**config.mk**
```make
export PLATFORM = sky130hd
export DESIGN_NAME = act_skew_feeder_flat
export DESIGN_NICKNAME = d
export VERILOG_FILES = /design/src/rtl/act_skew_feeder_if.sv /design/src/rtl/act_skew_feeder.sv /design/src/flat_wrapper.sv
export SDC_FILE = /design/constraint.sdc
export NUM_CORES = 1
export LEC_CHECK = 0
export CORE_MARGIN = 4
export CORE_UTILIZATION = 35
export CTS_CLUSTER_SIZE = 28
export DETAILED_ROUTE_END_ITERATION = 10
export GPL_ROUTABILITY_DRIVEN = 0
export GPL_TIMING_DRIVEN = 0
export SLEW_MARGIN = 20
export SYNTH_ARGS = -nofsm -noshare
export SYNTH_HDL_FRONTEND = slang
export SYNTH_SLANG_ARGS = --single-unit
```
**constraint.sdc**
```tcl
create_clock -name clk -period 10.2 [get_ports clk]
set_input_delay 3.06 -clock clk [delete_from_list [all_inputs] [get_ports clk]]
set_output_delay 3.06 -clock clk [all_outputs]
set_load 0.02 [all_outputs]
```
**src/rtl/act_skew_feeder_if.sv**
```systemverilog
// Activation handshake from the upstream source plus the skewed left-edge bus into the MAC array.
interface act_skew_feeder_if #(
    parameter int ROWS       = 4,
    parameter int DATA_WIDTH = 8
);
    logic                       in_valid;
    logic                       in_ready;
    logic [ROWS*DATA_WIDTH-1:0] in_data;
    logic                       in_last;
    logic [ROWS*DATA_WIDTH-1:0] act_out;
    logic [ROWS-1:0]            act_valid;
    logic                       busy;
    logic                       done;

    modport master (
        output in_valid, in_data, in_last,
        input  in_ready, act_out, act_valid, busy, done
    );

    modport slave (
        input  in_valid, in_data, in_last,
        output in_ready, act_out, act_valid, busy, done
    );
endinterface

```
**src/rtl/act_skew_feeder.sv**
```systemverilog
// Diagonal-skew feeder for the systolic array: lane r delays each accepted vector element by r+1 cycles,
// injects zero bubbles on idle cycles, and drains the skew after the last vector before pulsing done.
module act_skew_feeder #(
    parameter int ROWS       = 4,
    parameter int DATA_WIDTH = 8
) (
    input  logic             clk,
    input  logic             rst,
    act_skew_feeder_if.slave bus
);
    localparam int CW = (ROWS > 1) ? $clog2(ROWS) : 1;

    typedef enum logic [1:0] {
        IDLE   = 2'd0,
        STREAM = 2'd1,
        DRAIN  = 2'd2
    } state_t;

    state_t        r_state;
    state_t        w_state_nxt;
    logic [CW-1:0] r_cnt;
    logic [CW-1:0] w_cnt_nxt;
    logic          r_done;
    logic          w_accept;

    assign bus.in_ready = ~rst & (r_state != DRAIN);
    assign w_accept     = bus.in_valid & bus.in_ready;
    assign bus.busy     = (r_state != IDLE);
    assign bus.done     = r_done;

    always_comb begin
        w_state_nxt = r_state;
        w_cnt_nxt   = r_cnt;
        case (r_state)
            IDLE, STREAM: begin
                if (w_accept) begin
                    if (bus.in_last) begin
                        w_state_nxt = DRAIN;
                        w_cnt_nxt   = CW'(ROWS - 1);
                    end else begin
                        w_state_nxt = STREAM;
                    end
                end
            end
            DRAIN: begin
                if (r_cnt == '0) w_state_nxt = IDLE;
                else             w_cnt_nxt   = r_cnt - 1'b1;
            end
            default: w_state_nxt = IDLE;
        endcase
    end

    // done is raised on the cycle the drain counter sits at zero, which is exactly when the
    // last vector's element reaches the output of the deepest lane.
    always_ff @(posedge clk or posedge rst) begin
        if (rst) begin
            r_state <= IDLE;
            r_cnt   <= '0;
            r_done  <= 1'b0;
        end else begin
            r_state <= w_state_nxt;
            r_cnt   <= w_cnt_nxt;
            r_done  <= (w_state_nxt == DRAIN) && (w_cnt_nxt == '0);
        end
    end

    for (genvar r = 0; r < ROWS; r++) begin : g_lane
        logic [r:0][DATA_WIDTH-1:0] r_d;
        logic [r:0]                 r_v;

        // Free-running shift: the PEs cannot stall, so idle cycles become zero-valued bubbles.
        always_ff @(posedge clk or posedge rst) begin
            if (rst) begin
                r_d <= '0;
                r_v <= '0;
            end else begin
                r_d[0] <= w_accept ? bus.in_data[r*DATA_WIDTH +: DATA_WIDTH] : '0;
                r_v[0] <= w_accept;
                for (int s = 1; s <= r; s++) begin
                    r_d[s] <= r_d[s-1];
                    r_v[s] <= r_v[s-1];
                end
            end
        end

        assign bus.act_out[r*DATA_WIDTH +: DATA_WIDTH] = r_d[r];
        assign bus.act_valid[r]                        = r_v[r];
    end
endmodule

```
**src/flat_wrapper.sv**
```systemverilog
// flat-port wrapper written by rule: the top's interface ports become plain ports
module act_skew_feeder_flat 
#(
    parameter int ROWS       = 4,
    parameter int DATA_WIDTH = 8
)
  (clk, rst, bus_in_valid, bus_in_data, bus_in_last, bus_in_ready, bus_act_out, bus_act_valid, bus_busy, bus_done);
  act_skew_feeder_if #(.ROWS(ROWS), .DATA_WIDTH(DATA_WIDTH)) bus_i ();
  input  logic clk;
  input  logic rst;
  input wire logic [$bits(bus_i.in_valid)-1:0] bus_in_valid;
  input wire logic [$bits(bus_i.in_data)-1:0] bus_in_data;
  input wire logic [$bits(bus_i.in_last)-1:0] bus_in_last;
  output wire logic [$bits(bus_i.in_ready)-1:0] bus_in_ready;
  output wire logic [$bits(bus_i.act_out)-1:0] bus_act_out;
  output wire logic [$bits(bus_i.act_valid)-1:0] bus_act_valid;
  output wire logic [$bits(bus_i.busy)-1:0] bus_busy;
  output wire logic [$bits(bus_i.done)-1:0] bus_done;
  assign bus_i.in_valid = bus_in_valid;
  assign bus_i.in_data = bus_in_data;
  assign bus_i.in_last = bus_in_last;
  assign bus_in_ready = bus_i.in_ready;
  assign bus_act_out = bus_i.act_out;
  assign bus_act_valid = bus_i.act_valid;
  assign bus_busy = bus_i.busy;
  assign bus_done = bus_i.done;
  act_skew_feeder #(.ROWS(ROWS), .DATA_WIDTH(DATA_WIDTH)) u_core (.clk(clk), .rst(rst), .bus(bus_i));
endmodule
```
==> results.py <==
metrics = {
    "route": {
        "vias": 1423,
        "dr.pass1.iters": 4,
        "viasPerCell": 3.96,
        "drc": 0,
        "wl_per_cell_um": 11.1,
        "drtIter0Drc": 21,
        "routed_wl_um": 3980,
        "postRouteAntennaNets": 0,
    },
    "sta": {
        "fin_crit_sh_pct": 72.6,
        "fin_skew_ns": 0.00578,
        "rsz0062_at_grt": "no",
        "hold_ws_ns": 0.348,
        "drv_slew": 0,
        "period_needed_ns": 7.41,
        "clock.fmax_mhz": 135,
        "fin_setup_tns_ns": 0,
        "finalSetupViolations": 0,
        "tightestPinTransition_ns": 0.564,
        "hold_violations": 0,
        "slew-limit-headroom_pct": 62.4,
    },
    "setup_path": {
        "crit_top_cell": "clkdlybuf4s50_1",
        "max_stage_delay_ns": 0.61,
        "cp_max_fo": 3,
        "path_class": "input port to output port",
        "cpMaxStageDelayCell": "clkdlybuf4s50_1",
        "worst-path-buf-inv": 2,
        "required_ns": 7.14,
        "cp-start-kind": "input port",
        "critical_path.endpoint_type": "output port",
        "arrival_ns": 4.35,
        "crit_chain": "clkdlybuf4s50_1, nor2_1, clkdlybuf4s50_1",
        "cp_top_family": "buffers and inverters",
    },
    "floorplanning": {
        "dieWidth_um": 96.8,
        "fp.dieH_um": 96.8,
        "io-pin-count": 75,
        "die-area_um2": 9380,
        "initial_utilization_pct": 35.9,
        "core-area_um2": 7690,
        "rows": 32,
    },
    "cts": {
        "cts_hold_buf": 0,
        "cts.sinks": 89,
        "htree_levels": 3,
        "clkTransAtPathRegs_ns": 0.09,
        "ctsResizeCount": 0,
        "cts-buffers-inserted": 9,
        "cts_max_path_buffers": 2,
        "cts_root_buf": "clkbuf_8",
        "post_cts_buffers": 0,
        "cts_tree": "yes",
        "insertion_delay_ns": 0.34,
    },
    "power_and_ir_drop": {
        "ir_worst_vdd_v": 0.0000962,
        "p_per_area_nw_per_um2": 193,
        "p_seq_share_pct": 54.1,
        "intPower_mw": 0.545,
        "p_sw_mw": 0.197,
        "p_leak_nw": 1.86,
        "swShare_pct": 26.5,
        "p_total_mw": 0.743,
        "p_comb_share_pct": 16.0,
        "clockPowerShare_pct": 29.9,
    },
    "synth": {
        "synthXorXnorAreaFrac_pct": 0,
        "synth_compound_area_share_pct": 1.22,
        "synth.top_cells.by_area": "dfrtp_1, and2_1, buf_4, buf_6, nor3b_4",
        "synth-adder-area-share_pct": 0,
        "synthSimpleGateAreaFrac_pct": 9.87,
        "synthCells": 166,
        "ys_seq_elements": 89,
        "seq_area_frac_synth_pct": 80.6,
        "synth_nets": 202,
        "ys_types": 18,
        "synth_mux_area_share_pct": 0,
        "synth_top_family_by_area": "simple AND/OR/NAND/NOR gates",
        "synth_top_area_cell": "dfrtp_1",
        "yosysWarnings": 0,
        "synth_top_cell_area_share_pct": 80.6,
        "avgSynthCellArea_um2": 16.6,
        "syn-cell-area_um2": 2760,
    },
    "final_layout": {
        "finalNetCount": 288,
        "utilization_pct": 50.0,
        "drive_gt1_share_pct": 19.1,
        "diodes": 0,
        "fill_cells": 671,
        "area_delta_synth_final_pct": 39.3,
    },
    "worst_hold_path": {
        "hold_path_class": "flop to flop",
    },
    "global_routing": {
        "antenna_found_initial": 0,
        "grt_overflow": 0,
        "grt_max_degree": 48,
        "track_usage_pct": 9.21,
        "grt_pass1_vias": 1456,
        "grt_pass1_wl_um": 6690,
    },
    "placement": {
        "port_buffers": 74,
        "hpwl_um": 2740,
    },
    "job": {
        "cap_violations": 0,
    },
    "outcome": {
        "outcome": "completed",
    },
}
-- cell usage in the layout (no fill, tap or decap), drive strengths merged --
cell / n
a211oi: 1
a31oi: 1
and2: 32
and3b: 1
buf: 29
clkbuf: 9
clkdlybuf4s50: 74
clkinv: 1
clkinvlp: 3
dfrtp: 89
inv: 5
nand2: 1
nand3: 1
nand3b: 1
nand4: 1
nor2: 2
nor2b: 1
nor3b: 1
o21ai: 1
o31ai: 2
or2: 1
-- state kept, by name, summed over array words and instances (netlist names) --
register            flops
u_core.r_cnt            2
u_core.bus.done         1
u_core.bus.act_out     24
u_core.r_state          2
u_core.g_lane.r_v       4
u_core.g_lane.r_d      56
-- cell families after synthesis --
logic type,Yosys count
buffers and inverters,30
DFF,89
and+or+nand+nor,42
AOI/OAI and AO/OA,5
-- final cells by class --
class	instances	area (µm²)	area share (%)
flip-flops and latches	89	2230	57.9
repair buffers	75	768	20.0
multi-input cells	47	307	7.97
plain buffers	28	221	5.76
well taps	102	128	3.32
clock buffers	9	124	3.22
clock inverters	7	62.6	1.63
inverters	2	10.0	0.260
-- cells in the mapped netlist (all sizes together) --
library cell,number
a31oi,1
and2,32
nand3b,1
nand2,1
nor3b,1
a211oi,1
buf,28
nand4,1
dfrtp,89
nor2b,1
and3b,1
or2,1
inv,2
nor2,2
o21ai,1
nand3,1
o31ai,2
-- stage by stage --
step | cells | setup slack, ns | cell area [µm²]
finish | 359 | 2.79 | 3850
global route | 359 | 2.75 | 3850
CTS | 359 | 2.79 | 3850
detailed placement | 343 | 2.80 | 3660
global placement | 342 | 2.87 | 3630
floorplan | 166 | 3.79 | 2760
-- worst paths after layout --
check                                        startpoint                       to  slack, ns  cells past startpoint
worst max-delay path                                rst             bus_in_ready       2.79                      3
worst max register to register        u_core.r_state[1]  u_core.g_lane[3].r_d[0]       8.84                      4
min in group asynchronous                           rst          u_core.r_cnt[1]       3.26                      2
max in group asynchronous                           rst   u_core.bus.act_out[23]       6.34                      3
worst min-delay path            u_core.g_lane[1].r_d[7]   u_core.bus.act_out[15]       0.35                      0
worst min register to register  u_core.g_lane[1].r_d[7]   u_core.bus.act_out[15]       0.35                      0
-- power groups by stage --
stage,clock [mW],sequential (mW),combinational (mW)
after floorplan,0,0.411,0.0617
after global placement,0,0.407,0.119
after detailed placement,0,0.410,0.122
after CTS,0.232,0.403,0.122
after global routing,0.249,0.406,0.130
final,0.222,0.402,0.119
-- per-layer routing --
metal / up-vias / track usage, % / part of all wire (%)
li1: 664 / - / -
met1: 704 / 9.69 / 38
met2: 46 / 15.4 / 53
met3: 9 / 3.68 / 7.3
met4: 0 / 5.51 / 1.9
met5: - / 0 / 0
-- worst reg2reg max path, stage by stage (launching register included) --
cell and delay [ns]:
dfrtp_1 0.42, nor2b_2 0.20, nor3b_4 0.36, buf_6 0.18
and2_1 0.13
Power figures use the tool's default switching activity.
